## src/rtl/comm_master.sv

```systemverilog
// UART command master: sends a 3-byte frame (cmd, data hi, data lo) on TX and
// captures single-byte responses from RX with a sticky ready flag.
module comm_master #(
  parameter int unsigned BAUD_DIV = 2604
) (
  input  logic        clk,
  input  logic        rst,
  input  logic        RX,
  output logic        TX,
  input  logic [7:0]  cmd,
  input  logic [15:0] data,
  input  logic        snd_cmd,
  output logic        frm_snt,
  output logic [7:0]  resp,
  output logic        resp_rdy,
  input  logic        clr_resp_rdy
);

  localparam int unsigned CntW = (BAUD_DIV > 2) ? $clog2(BAUD_DIV) : 1;
  localparam logic [CntW-1:0] BaudLast = CntW'(BAUD_DIV - 1);
  localparam logic [CntW-1:0] HalfLast = CntW'(BAUD_DIV / 2 - 1);

  typedef enum logic [2:0] {
    StIdle,
    StSendHi,
    StSendMid,
    StSendLo,
    StDone
  } frm_state_e;

  frm_state_e state_q, state_d;

  logic [15:0] data_q, data_d;
  logic        frm_snt_q, frm_snt_d;

  logic            tx_q, tx_d;
  logic            tx_busy_q, tx_busy_d;
  logic [9:0]      tx_shift_q, tx_shift_d;
  logic [CntW-1:0] tx_baud_q, tx_baud_d;
  logic [3:0]      tx_bit_q, tx_bit_d;
  logic            tx_load;
  logic [7:0]      tx_byte;
  logic            tx_done;

  logic            rx_meta_q, rx_sync_q, rx_prev_q;
  logic            rx_busy_q, rx_busy_d;
  logic [CntW-1:0] rx_cnt_q, rx_cnt_d;
  logic [3:0]      rx_idx_q, rx_idx_d;
  logic [7:0]      rx_shift_q, rx_shift_d;
  logic [7:0]      resp_q, resp_d;
  logic            resp_rdy_q, resp_rdy_d;
  logic            rx_confirm;
  logic            rx_done;

  assign TX       = tx_q;
  assign frm_snt  = frm_snt_q;
  assign resp     = resp_q;
  assign resp_rdy = resp_rdy_q;

  // Final stop bit of the byte in flight ends on this edge.
  assign tx_done = tx_busy_q && (tx_baud_q == BaudLast) && (tx_bit_q == 4'd9);

  // Frame FSM: state register
  always_ff @(posedge clk) begin
    if (rst) begin
      state_q <= StIdle;
    end else begin
      state_q <= state_d;
    end
  end

  // Frame FSM: next state
  always_comb begin
    state_d = state_q;
    unique case (state_q)
      StIdle:    if (snd_cmd) state_d = StSendHi;
      StSendHi:  if (tx_done) state_d = StSendMid;
      StSendMid: if (tx_done) state_d = StSendLo;
      StSendLo:  if (tx_done) state_d = StDone;
      StDone:    state_d = StIdle;
      default:   state_d = StIdle;
    endcase
  end

  // Frame FSM: outputs. The cmd byte is loaded straight from the port on the
  // accepting edge so its start bit begins the very next cycle.
  always_comb begin
    tx_load   = 1'b0;
    tx_byte   = cmd;
    data_d    = data_q;
    frm_snt_d = frm_snt_q;
    unique case (state_q)
      StIdle: begin
        if (snd_cmd) begin
          tx_load   = 1'b1;
          tx_byte   = cmd;
          data_d    = data;
          frm_snt_d = 1'b0;
        end
      end
      StSendHi: begin
        if (tx_done) begin
          tx_load = 1'b1;
          tx_byte = data_q[15:8];
        end
      end
      StSendMid: begin
        if (tx_done) begin
          tx_load = 1'b1;
          tx_byte = data_q[7:0];
        end
      end
      StSendLo: begin
        if (tx_done) frm_snt_d = 1'b1;
      end
      StDone: begin
      end
      default: begin
      end
    endcase
  end

  always_ff @(posedge clk) begin
    if (rst) begin
      data_q    <= '0;
      frm_snt_q <= 1'b0;
    end else begin
      data_q    <= data_d;
      frm_snt_q <= frm_snt_d;
    end
  end

  // Transmitter: shift_q[0] is always the bit currently on the line.
  always_comb begin
    tx_d       = tx_q;
    tx_busy_d  = tx_busy_q;
    tx_shift_d = tx_shift_q;
    tx_baud_d  = tx_baud_q;
    tx_bit_d   = tx_bit_q;
    if (tx_busy_q) begin
      if (tx_baud_q == BaudLast) begin
        tx_baud_d = '0;
        if (tx_bit_q == 4'd9) begin
          tx_busy_d = 1'b0;
          tx_d      = 1'b1;
        end else begin
          tx_bit_d   = tx_bit_q + 4'd1;
          tx_shift_d = {1'b1, tx_shift_q[9:1]};
          tx_d       = tx_shift_q[1];
        end
      end else begin
        tx_baud_d = tx_baud_q + CntW'(1);
      end
    end
    // A back-to-back load overrides the idle return, leaving no gap.
    if (tx_load) begin
      tx_shift_d = {1'b1, tx_byte, 1'b0};
      tx_d       = 1'b0;
      tx_busy_d  = 1'b1;
      tx_baud_d  = '0;
      tx_bit_d   = '0;
    end
  end

  always_ff @(posedge clk) begin
    if (rst) begin
      tx_q       <= 1'b1;
      tx_busy_q  <= 1'b0;
      tx_shift_q <= '1;
      tx_baud_q  <= '0;
      tx_bit_q   <= '0;
    end else begin
      tx_q       <= tx_d;
      tx_busy_q  <= tx_busy_d;
      tx_shift_q <= tx_shift_d;
      tx_baud_q  <= tx_baud_d;
      tx_bit_q   <= tx_bit_d;
    end
  end

  // Receiver: idx 0 is the start-bit mid check, 1..8 data bits, 9 the stop bit.
  always_comb begin
    rx_busy_d  = rx_busy_q;
    rx_cnt_d   = rx_cnt_q;
    rx_idx_d   = rx_idx_q;
    rx_shift_d = rx_shift_q;
    resp_d     = resp_q;
    rx_confirm = 1'b0;
    rx_done    = 1'b0;
    if (!rx_busy_q) begin
      if (rx_prev_q && !rx_sync_q) begin
        rx_busy_d = 1'b1;
        rx_cnt_d  = HalfLast;
        rx_idx_d  = '0;
      end
    end else if (rx_cnt_q == '0) begin
      rx_cnt_d = BaudLast;
      if (rx_idx_q == 4'd0) begin
        if (rx_sync_q) begin
          rx_busy_d = 1'b0;
        end else begin
          rx_confirm = 1'b1;
          rx_idx_d   = 4'd1;
        end
      end else if (rx_idx_q == 4'd9) begin
        rx_busy_d = 1'b0;
        rx_done   = 1'b1;
        resp_d    = rx_shift_q;
      end else begin
        rx_shift_d = {rx_sync_q, rx_shift_q[7:1]};
        rx_idx_d   = rx_idx_q + 4'd1;
      end
    end else begin
      rx_cnt_d = rx_cnt_q - CntW'(1);
    end
  end

  // A start bit only counts as "new" once it survives the mid-point check,
  // so glitches leave the ready flag alone. Completion beats any clear.
  always_comb begin
    resp_rdy_d = resp_rdy_q;
    if (clr_resp_rdy || rx_confirm) resp_rdy_d = 1'b0;
    if (rx_done) resp_rdy_d = 1'b1;
  end

  always_ff @(posedge clk) begin
    if (rst) begin
      rx_meta_q  <= 1'b1;
      rx_sync_q  <= 1'b1;
      rx_prev_q  <= 1'b1;
      rx_busy_q  <= 1'b0;
      rx_cnt_q   <= '0;
      rx_idx_q   <= '0;
      rx_shift_q <= '0;
      resp_q     <= '0;
      resp_rdy_q <= 1'b0;
    end else begin
      rx_meta_q  <= RX;
      rx_sync_q  <= rx_meta_q;
      rx_prev_q  <= rx_sync_q;
      rx_busy_q  <= rx_busy_d;
      rx_cnt_q   <= rx_cnt_d;
      rx_idx_q   <= rx_idx_d;
      rx_shift_q <= rx_shift_d;
      resp_q     <= resp_d;
      resp_rdy_q <= resp_rdy_d;
    end
  end

endmodule

```

## config.mk

```make
export PLATFORM = sky130hd
export DESIGN_NAME = comm_master
export DESIGN_NICKNAME = d
export VERILOG_FILES = /design/src/rtl/comm_master.sv
export SDC_FILE = /design/constraint.sdc
export NUM_CORES = 1
export LEC_CHECK = 0
export BUFFER_PORTS_ARGS = -buffer_cell sky130_fd_sc_hd__buf_2
export CAP_MARGIN = 20
export CORE_ASPECT_RATIO = 0.9
export CORE_MARGIN = 2
export CORE_UTILIZATION = 45
export CTS_CLUSTER_DIAMETER = 100
export CTS_CLUSTER_SIZE = 25
export DETAILED_ROUTE_END_ITERATION = 8
export PLACE_DENSITY = 0.65
export SYNTH_ARGS = -nofsm -noshare
export SYNTH_HDL_FRONTEND = slang
export SYNTH_SLANG_ARGS = --single-unit
```

## constraint.sdc

```tcl
create_clock -name clk -period 2 [get_ports clk]
set_input_delay 0.4 -clock clk [delete_from_list [all_inputs] [get_ports clk]]
set_output_delay 0.4 -clock clk [all_outputs]
set_load 0.03 [all_outputs]
```

==> results.md, run 1 <==
* Initial DRC Count at 168
* Most common flop cell mapped by yosys: dfxtp_1
* Register-to-register setup slack at about 0.15 ns
* Final count of hold timing violations at 0
* PwrDens at 777 nW/um^2
* Slew margin rel. at between 50% and 60%
* CTS buffer count at 9
* Outcome: complete, no violations
* Pins Over Slew Limit at 0
* Syn nets at around 480
* Distinct cells, synth at 55
* Max frequency at around 540 MHz
* Compound-Gate Fraction of Synth Area at roughly 17%
* Crit path launch type: flip-flop
* Die span in x at between 100 and 150 microns
* Synthesis warning total at 0
* Vias in the first global route at just over 3000
* Cells after Synth at around 440
* Row Count at 31
* Share of layout cells above drive strength 1 at approximately a fifth
* Synth area leaders: dfxtp_1, a21oi_1, nor2_1
* First-pass DRT Iterations at 4
* Layout area overhead at 16.0%
* Post-Synth Simple-Gate Area at between 20% and 30%
* Initial antenna violation count at 0
* Xor and xnor area share after synthesis at 3.22%
* Least-Margin Pin Slew at between 0.6 and 0.7 ns
* Diodes inserted at 0
* Final core utilization at 54.3%
* CTS Hold Buffers Added at 0
* Core Region at between 8000 and 9000 sq um
* RSZ-0062 raised after global routing: no
* Final setup violation count at 0
* EDFF count, synth at 0
* Initial Util at a little under half
* Hold crit path type: in2reg
* WS Path Type: reg2reg
* Final Skew at about 0.014 ns
* Total Routing Usage GR at 19.3%
* Number of buffers on the longest clock path at 2
* CTS clock-pin slew for the worst setup and hold paths at 0.09 ns
* Crit. End Element: flip-flop
* Drt drc at 0
* Post-DRT Antenna Nets at 0
* Sink Count at 83
* Leakage at approximately 0.0018 uW
* H-tree levels at 3
* Pin count of the biggest net entering global routing at 40
* First-pass GRT wire length at 14.4 mm
* Crit path time final at 1.85 ns
* Critical path arrival at about 2.1 ns
* Die area at 9230 sq um
* Seq cells post-synth at 83
* Post-Synth Adder-Cell Area at ~2.6%
* Synth top area share at between 40% and 50%
* Final nets at roughly 530
* CP max stage delay at 0.34 ns
* Drt total wl at about 8.2 mm
* Root Buffer: clkbuf_8
* Yosys top cell by area: dfxtp_1
* DP HPWL at approximately 5.7 mm
* CTS tree: done
* Wire length per cell at about 14 microns
* Worst-path maximum fanout at 8
* GP Congestion at slightly below 0.8
* Syn_area_per_cell at 8.63 sq um
* Max cap viols at 0
* # port buffers at 39
* Synthesized cell area at approximately 3800 sq um
* I/O pin cnt at 40
* CP cell instances: inv_2 -> ha_4 -> nor4b_4 -> and4b_2 -> nor3b_4 -> buf_6 -> mux2i_1 -> nor2_1
* Worst Path Required at 2.25 ns
* Final period utilization at ~90%
* Clk Latency, worst-skew pair at approximately 0.37 ns
* CP max stage cell: dfxtp_2
* Largest family of logic cells by synthesized area: simple AND/OR/NAND/NOR gates
* Total gr overflow at 0
* Vias per Instance at ~5.5
* Top cells by count, synth: dfxtp_1, nor2_1, nand2_1
* Vias at between 3000 and 4000
* Setup TNS at 0 ns
* Post-synth ARST share at 0%
* Post-synthesis sequential area ratio at about 44%
* Cell with the most instances after synthesis: dfxtp_1
* Peak supply drop at around 560 uV
* Post-synthesis mux area share at ~4.5%
* Die height at between 90 and 100 microns
==> critical path, delay by kind of cell (launching register included) <==
| kind | cells | cell delay [ns] |
|---|---|---|
| and+or+nand+nor | 4 | 0.81 |
| adders and majority gates | 1 | 0.13 |
| buffers and inverters | 2 | 0.25 |
| DFF | 1 | 0.34 |
| muxes | 1 | 0.20 |
==> final timing paths <==
path,startpoint,endpoint,depth (start not counted)
max,rx_cnt_q[0],rx_shift_q[2],8
min,RX,rx_meta_q,2
max reg2reg,rx_cnt_q[0],rx_shift_q[2],8
min reg2reg,rx_meta_q,rx_sync_q,1
==> where the power goes <==
part / switching, uW / internal (uW) / total, uW
Clock: 647 / 583 / 1230
Sequential: 57.2 / 1710 / 1770
Combinational: 244 / 190 / 434
==> flip-flops by register name, summed over array words and instances (netlist names), 4 cells and up <==
register    flops
data_q         16
resp            8
rx_cnt_q       12
rx_idx_q        4
rx_shift_q      8
tx_baud_q      12
tx_bit_q        4
tx_shift_q      8
==> logic make-up (layout without fill, tap and decap cells) <==
kind of cell    Yosys count  count (layout)
xor+xnor                 14              14
flops                    83              83
mux                      17              17
simple gates            176             176
compound gates          110             110
buf+inv                  34              88
fa+ha+maj                 8               8
==> through the flow <==
step                hold WS [ns]  area [sq um]  std cells  setup WS (ns)  total power [uW]
finish                     0.219          4420        595          0.151              3440
global route               0.213          4420        595         0.0328              3600
CTS                        0.207          4380        594        0.00614              3450
detailed placement         0.396          4190        578         0.0150              2230
global placement           0.394          4190        578          0.110              2220
floorplan                  0.389          3810        442          0.217              2110
==> cells in the final DEF, fill, tap and decap left out, drive strengths merged, types with 4 or more instances in the layout <==
cell type  instances
a21o               9
a21oi             43
a22o               7
a22oi              8
and3               4
buf               62
clkbuf             9
clkinv             4
dfxtp             83
ha                 8
inv               11
mux2i             17
nand2             51
nand3             15
nand4              9
nor2              51
nor3              10
nor4               4
o21ai             22
o22ai              8
or2                5
xnor2              6
xor2               8
==> what timing repair did <==
item,CTS,global route
buffers inserted,0,1
endpoints found under the setup margin,0,16
gates resized for setup,0,12
==> per-layer routing <==
layer / vias to the layer above / track usage, % / share of wire [%]
met3: 10 / 5.54 / 5.7
met1: 1509 / 27.4 / 48
met4: 0 / 5.41 / 1.0
li1: 1674 / - / -
met2: 89 / 28.6 / 45
met5: - / 0 / 0
==> area by class of cell <==
type	instances	area (sq um)
tap	99	124
clock inverter	7	73.8
sequential	83	1670
multi-input combinational	325	2020
timing repair buffer	62	372
clock buffer	9	124
fill	757	3720
inverter	10	40.0
Note: power is estimated with default switching activity, not from simulation.
==> run 2, diff against run 1 <==
- CAP_MARGIN: 20 -> default
- CORE_UTILIZATION: 45 -> 53
- PLACE_DENSITY: 0.65 -> 0.74
- SETUP_SLACK_MARGIN: default -> 0.15
==> run 2 against run 1 <==
Setup slack gained 0.017 ns. Sequential cell count unchanged. Utilization rose by 10 points. Register-to-register slack better by 0.02 ns. Critical path depth did not move. Highest routed layer unchanged.
==> results.md, run 2 (synthesis gave the netlist of run 1 again) <==
* PwrDens at approximately 750 nW/um^2
* Biggest register: data_q
* CTS tree: done
* H-tree levels at 3
* CP cell instances: inv_2 -> ha_4 -> nor4b_4 -> and4b_2 -> nor3b_4 -> buf_6 -> mux2i_1 -> nor2_1
* Area occupied by multi-input gates at between 2000 and 2500 sq um
* Row Count at 29
* Number of buffers on the longest clock path at 2
* Total Routing Usage GR at 22.3%
* Sink Count at slightly above 80
* Wire length per cell at between 10 and 15 microns
* Die area at ~7900 sq um
* CTS buffer count at 9
* CP max stage cell: dfxtp_2
* Crit path time final at about 1.8 ns
* Core Region at approximately 7000 sq um
* Initial Util at a little over half
* Hold crit path type: in2reg
* Register-to-register setup slack at between 0.15 and 0.2 ns
* Peak supply drop at around 560 uV
* Crit. End Element: flip-flop
* I/O pin cnt at 40
* Commonest non-fill, non-tap cell in the layout: dfxtp_1
* Worst Path Required at roughly 2.2 ns
* CP Launch Point: rx_cnt_q[1]
* DP HPWL at 5.88 mm
* CP max stage delay at ~0.33 ns
* Final period utilization at between 90% and 100%
* Crit-path leading delay family: simple AND/OR/NAND/NOR gates
* Max reg flops at 16
* First-pass DRT Iterations at 4
* Die span in x at 93.4 microns
* Vias at between 3000 and 4000
* Register area at 1670 sq um
* Root Buffer: clkbuf_8
* Max cap viols at 0
* Final Skew at about 0.015 ns
* GP Congestion at ~0.85
* Final count of hold timing violations at 0
* Pin count of the biggest net entering global routing at 48
* Clk Latency, worst-skew pair at 0.37 ns
* Die height at 84.5 microns
* Fill count at 584
* Worst-path maximum fanout at 4
* Final core utilization at about 64%
* Setup TNS at 0 ns
* WS Path Type: reg2reg
* RSZ-0062 raised after global routing: yes
* Hold Startpoint: RX
* RR Startpoint: rx_cnt_q[1]
* Final nets at approximately 540
* Place WS at about 0.0023 ns
* Pins Over Slew Limit at 0
* Critical path arrival at between 2 and 2.5 ns
* Leakage at ~0.0018 uW
* Commonest non-fill, non-tap cells in the layout: dfxtp_1, nand2_1, nor2_1, a21oi_1, buf_2
* Post-DRT Antenna Nets at 0
* Drt drc at 0
* Diodes inserted at 0
* Vias per Instance at about 5.6
* Total gr overflow at 0
* Layout area overhead at 18.1%
* Outcome: complete, no violations
* Buf/Inv on CP at 2
* # port buffers at 39
* Share of layout cells above drive strength 1 at between 20 and 25%
* Max frequency at roughly 550 MHz
* Fin worst setup slack at around 0.17 ns
* Least-Margin Pin Slew at 0.561 ns
* Final setup violation count at 0
* Initial antenna violation count at 0
* CTS Hold Buffers Added at 0
* Vias in the first global route at roughly 3100
* Slew margin rel. at 62.5%
* Initial DRC Count at between 100 and 150
* Biggest regs: data_q: 16 flops, rx_cnt_q: 12 flops, tx_baud_q: 12 flops
* CTS clock-pin slew for the worst setup and hold paths at 0.08 ns
* Drt total wl at around 8.4 mm
* First-pass GRT wire length at about 14 mm
* Crit path launch type: flip-flop
==> run 2: cell types whose count changed in the layout (fill, tap and decap cells not counted), sizes merged <==
cell    before  now
bufinv       1    0
buf         62   70
clkbuf       9   11
clkinv       4    5
inv         11    9
==> run 2: metal layers <==
layer,global-route usage (%),share of wire (%),vias up
li1,-,-,1689
met1,28.8,47,1580
met2,35.9,48,68
met3,6.91,3.9,9
met4,6.42,1.4,0
met5,0,0,-
==> run 2: area by class of cell <==
cell class,count,share of cell area [%]
multi-input cells,325,45.8
clock inverters,5,0.862
clock buffers,11,3.14
well taps,93,2.58
repair buffers,70,9.67
flip-flops and latches,83,37.0
inverters,10,0.889
==> run 2: worst reg2reg max path, delay by kind of cell, from the launching register on <==
kind | cells | cell delay [ns]
flops | 1 | 0.33
mux | 1 | 0.19
simple gates | 4 | 0.82
fa+ha+maj | 1 | 0.13
buf+inv | 2 | 0.24
==> run 2: timing repair <==
item,4_1_cts,5_1_grt
pin swaps,0,5
gates resized for setup,10,12
setup buffers,3,6
endpoints found under the setup margin,13,22
==> run 2: worst paths after layout <==
check	endpoint	cells past startpoint
setup / recovery	rx_shift_q[7]	8
hold / removal	rx_meta_q	2
setup reg to reg	rx_shift_q[7]	8
hold reg to reg	rx_sync_q	1
==> run 2: report_power, final <==
part	switching, uW	internal [uW]
logic	259	216
clock network	617	489
registers	60.4	1710
total	936	2420
==> run 2: through the flow <==
step | hold slack [ns] | power [uW] | cells | area [sq um]
3_5_place_dp | 0.414 | 2230 | 572 | 4180
6_report | 0.219 | 3360 | 597 | 4500
3_3_place_gp | 0.391 | 2210 | 572 | 4180
4_1_cts | 0.204 | 3360 | 591 | 4410
5_1_grt | 0.202 | 3520 | 597 | 4500
2_1_floorplan | 0.389 | 2110 | 442 | 3810
==> run 3, diff against run 2 <==
- PLACE_DENSITY: 0.74 -> 0.77
- clock period: 2 -> 1.55 ns (I/O delays scaled with it)
==> run 3 against run 2 <==
The flow now finishes with violations (setup timing). Cell count increased by 8.7%. Maximum frequency shrank 1.2%. Non-clock buffer count grew 51. First-iteration DRC count is 36% higher. Clock skew shrank 0.0024 ns. Sequential power rose by 28%. Global-route usage is 3.6 points higher. Utilization increased by 11 points. Largest power group unchanged. Highest routed layer unchanged.
==> results.md, run 3 (synthesis gave the netlist of run 1 again) <==
* Placed Cells at 615
* Least-Margin Pin Slew at around 0.55 ns
* Fin Hold WS at about 0.12 ns
* Final setup violation count at between 40 and 50
* Int Pwr at 3350 uW
* Max frequency at 539 MHz
* Crit path launch type: flip-flop
* Final period utilization at 120%
* Peak supply drop at 720 uV
* Row Count at 29
* Root Buffer: clkbuf_8
* I/O pin cnt at 40
* Initial Util at 54.4%
* Die span in x at about 93 microns
* Commonest non-fill, non-tap cells in the layout: dfxtp_1, buf_4, nand2_1, buf_2, a21oi_1
* WS Path Type: reg2reg
* Sw power at between 1000 and 1500 uW
* DP HPWL at about 6.4 mm
* CP cell instances: inv_2 -> ha_4 -> nor4b_4 -> and4b_2 -> nand2_2 -> buf_4 -> o41ai_2 -> a21oi_1
* Total Routing Usage GR at 25.9%
* Total gr overflow at 0
* # port buffers at 39
* CP max stage cell: dfxtp_2
* Clock power share at 32.0%
* Final Skew at 0.0130 ns
* Vias at approximately 3800
* Core Region at about 7000 sq um
* H-tree levels at 3
* Final count of hold timing violations at 0
* Pins Over Slew Limit at 0
* Cell Count, Final, Fillers Out at between 600 and 700
* Final nets at between 500 and 600
* Biggest regs: data_q: 16 flops, rx_cnt_q: 12 flops, tx_baud_q: 12 flops
* Max reg flops at 16
* Sink Count at 83
* Leakage at between 0.002 and 0.0025 uW
* Worst Path Required at 1.79 ns
* Crit. End Element: flip-flop
* First-pass DRT Iterations at 5
* Biggest register: data_q
* Failing checks: setup timing
* Vias per Instance at ~5.8
* Hold Startpoint: RX
* Initial DRC Count at 197
* GP Congestion at around 0.9
* CTS tree: done
* CTS clock-pin slew for the worst setup and hold paths at ~0.090 ns
* Number of buffers on the longest clock path at 2
* Share of layout cells above drive strength 1 at around 40%
* Part of the power in registers at between 40% and 50%
* RR Startpoint: rx_cnt_q[1]
* Setup TNS at -9.34 ns
* CP Launch Point: rx_cnt_q[1]
* Worst-path maximum fanout at 4
* Commonest non-fill, non-tap cell in the layout: dfxtp_1
* Hold crit path type: in2reg
* CTS buffer count at 9
* PwrDens at 907 nW/um^2
* Initial antenna violation count at 0
* Wire length per cell at between 15 and 20 microns
* Critical path arrival at approximately 2.1 ns
* Die height at 84.5 microns
* Pin count of the biggest net entering global routing at 33
* CP max stage delay at between 0.3 and 0.4 ns
* Post-DRT Antenna Nets at 0
* Clk Latency, worst-skew pair at 0.37 ns
* Outcome: finished with violations
* CTS Hold Buffers Added at 0
* First-pass GRT wire length at approximately 16 mm
* Drt drc at 0
* Comb power frac at about a fifth
* Sw frac at 29.7%
* Layout area overhead at 37.9%
* Vias in the first global route at between 3000 and 4000
* Max cap viols at 0
* Fin worst setup slack at -0.304 ns
* RSZ-0062 raised after global routing: yes
* Final core utilization at around 75%
* Total power at around 4800 uW
* Drt total wl at about 11 mm
* Diodes inserted at 0
* Slew margin rel. at 63.1%
* Crit path time final at ~1.9 ns
* Die area at 7890 sq um
==> run 3: cell types whose count changed in the layout (fill, tap and decap cells not counted), sizes merged <==
cell and change:
buf +50, clkinv -4, clkinvlp +1, inv +4, nand3 +1
==> run 3: metal layers <==
metal | global-route usage (%) | vias to the layer above | wire, microns
met1 | 33.0 | 1755 | 4480
met3 | 6.10 | 37 | 748
li1 | - | 1799 | -
met2 | 44.4 | 175 | 5460
met5 | 0 | - | 0
met4 | 6.28 | 0 | 261
==> run 3: layout make-up <==
| cell class | count | area [sq um] |
|---|---|---|
| clock buffers | 10 | 138 |
| fillers | 480 | 1750 |
| flip-flops and latches | 83 | 1690 |
| clock inverters | 6 | 52.6 |
| repair buffers | 121 | 920 |
| well taps | 93 | 116 |
| inverters | 10 | 37.5 |
| multi-input cells | 326 | 2310 |
==> run 3: through the flow <==
stage | setup slack (ns) | area [sq um]
2_1_floorplan | -0.178 | 3930
5_1_grt | -0.414 | 5260
6_report | -0.304 | 5260
3_5_place_dp | -0.317 | 4590
3_3_place_gp | -0.234 | 4590
4_1_cts | -0.234 | 5010
==> run 3: worst max-delay path, delay by kind of cell, from the launching register on <==
family                   cells  cell delay [ns]
AO/OA/AOI/OAI                2             0.40
adder cells (fa/ha/maj)      1             0.12
buffers and inverters        2             0.23
flip-flops                   1             0.34
AND/OR/NAND/NOR              3             0.63
==> run 3: worst paths after layout <==
kind / slack (ns) / endpoint / cells past startpoint
hold reg to reg: 0.42 / rx_sync_q / 1
hold / removal: 0.12 / rx_meta_q / 2
setup reg to reg: -0.30 / resp_rdy / 8
setup / recovery: -0.30 / resp_rdy / 8
==> run 3: what timing repair did <==
| action | 4_1_cts | 5_1_grt |
|---|---|---|
| pin swaps | 26 | 15 |
| gates resized for setup | 55 | 47 |
| setup endpoints to repair | 64 | 65 |
| setup buffers | 9 | 6 |
| cloned | 1 | 2 |
==> run 3: power by group through the flow <==
stage          clock network, uW  registers (uW)  logic, uW
2_1_floorplan                  0            2320        426
3_3_place_gp                   0            2310        650
3_5_place_dp                   0            2310        662
4_1_cts                     1530            2270        764
5_1_grt                     1630            2280       1030
6_report                    1530            2270        973
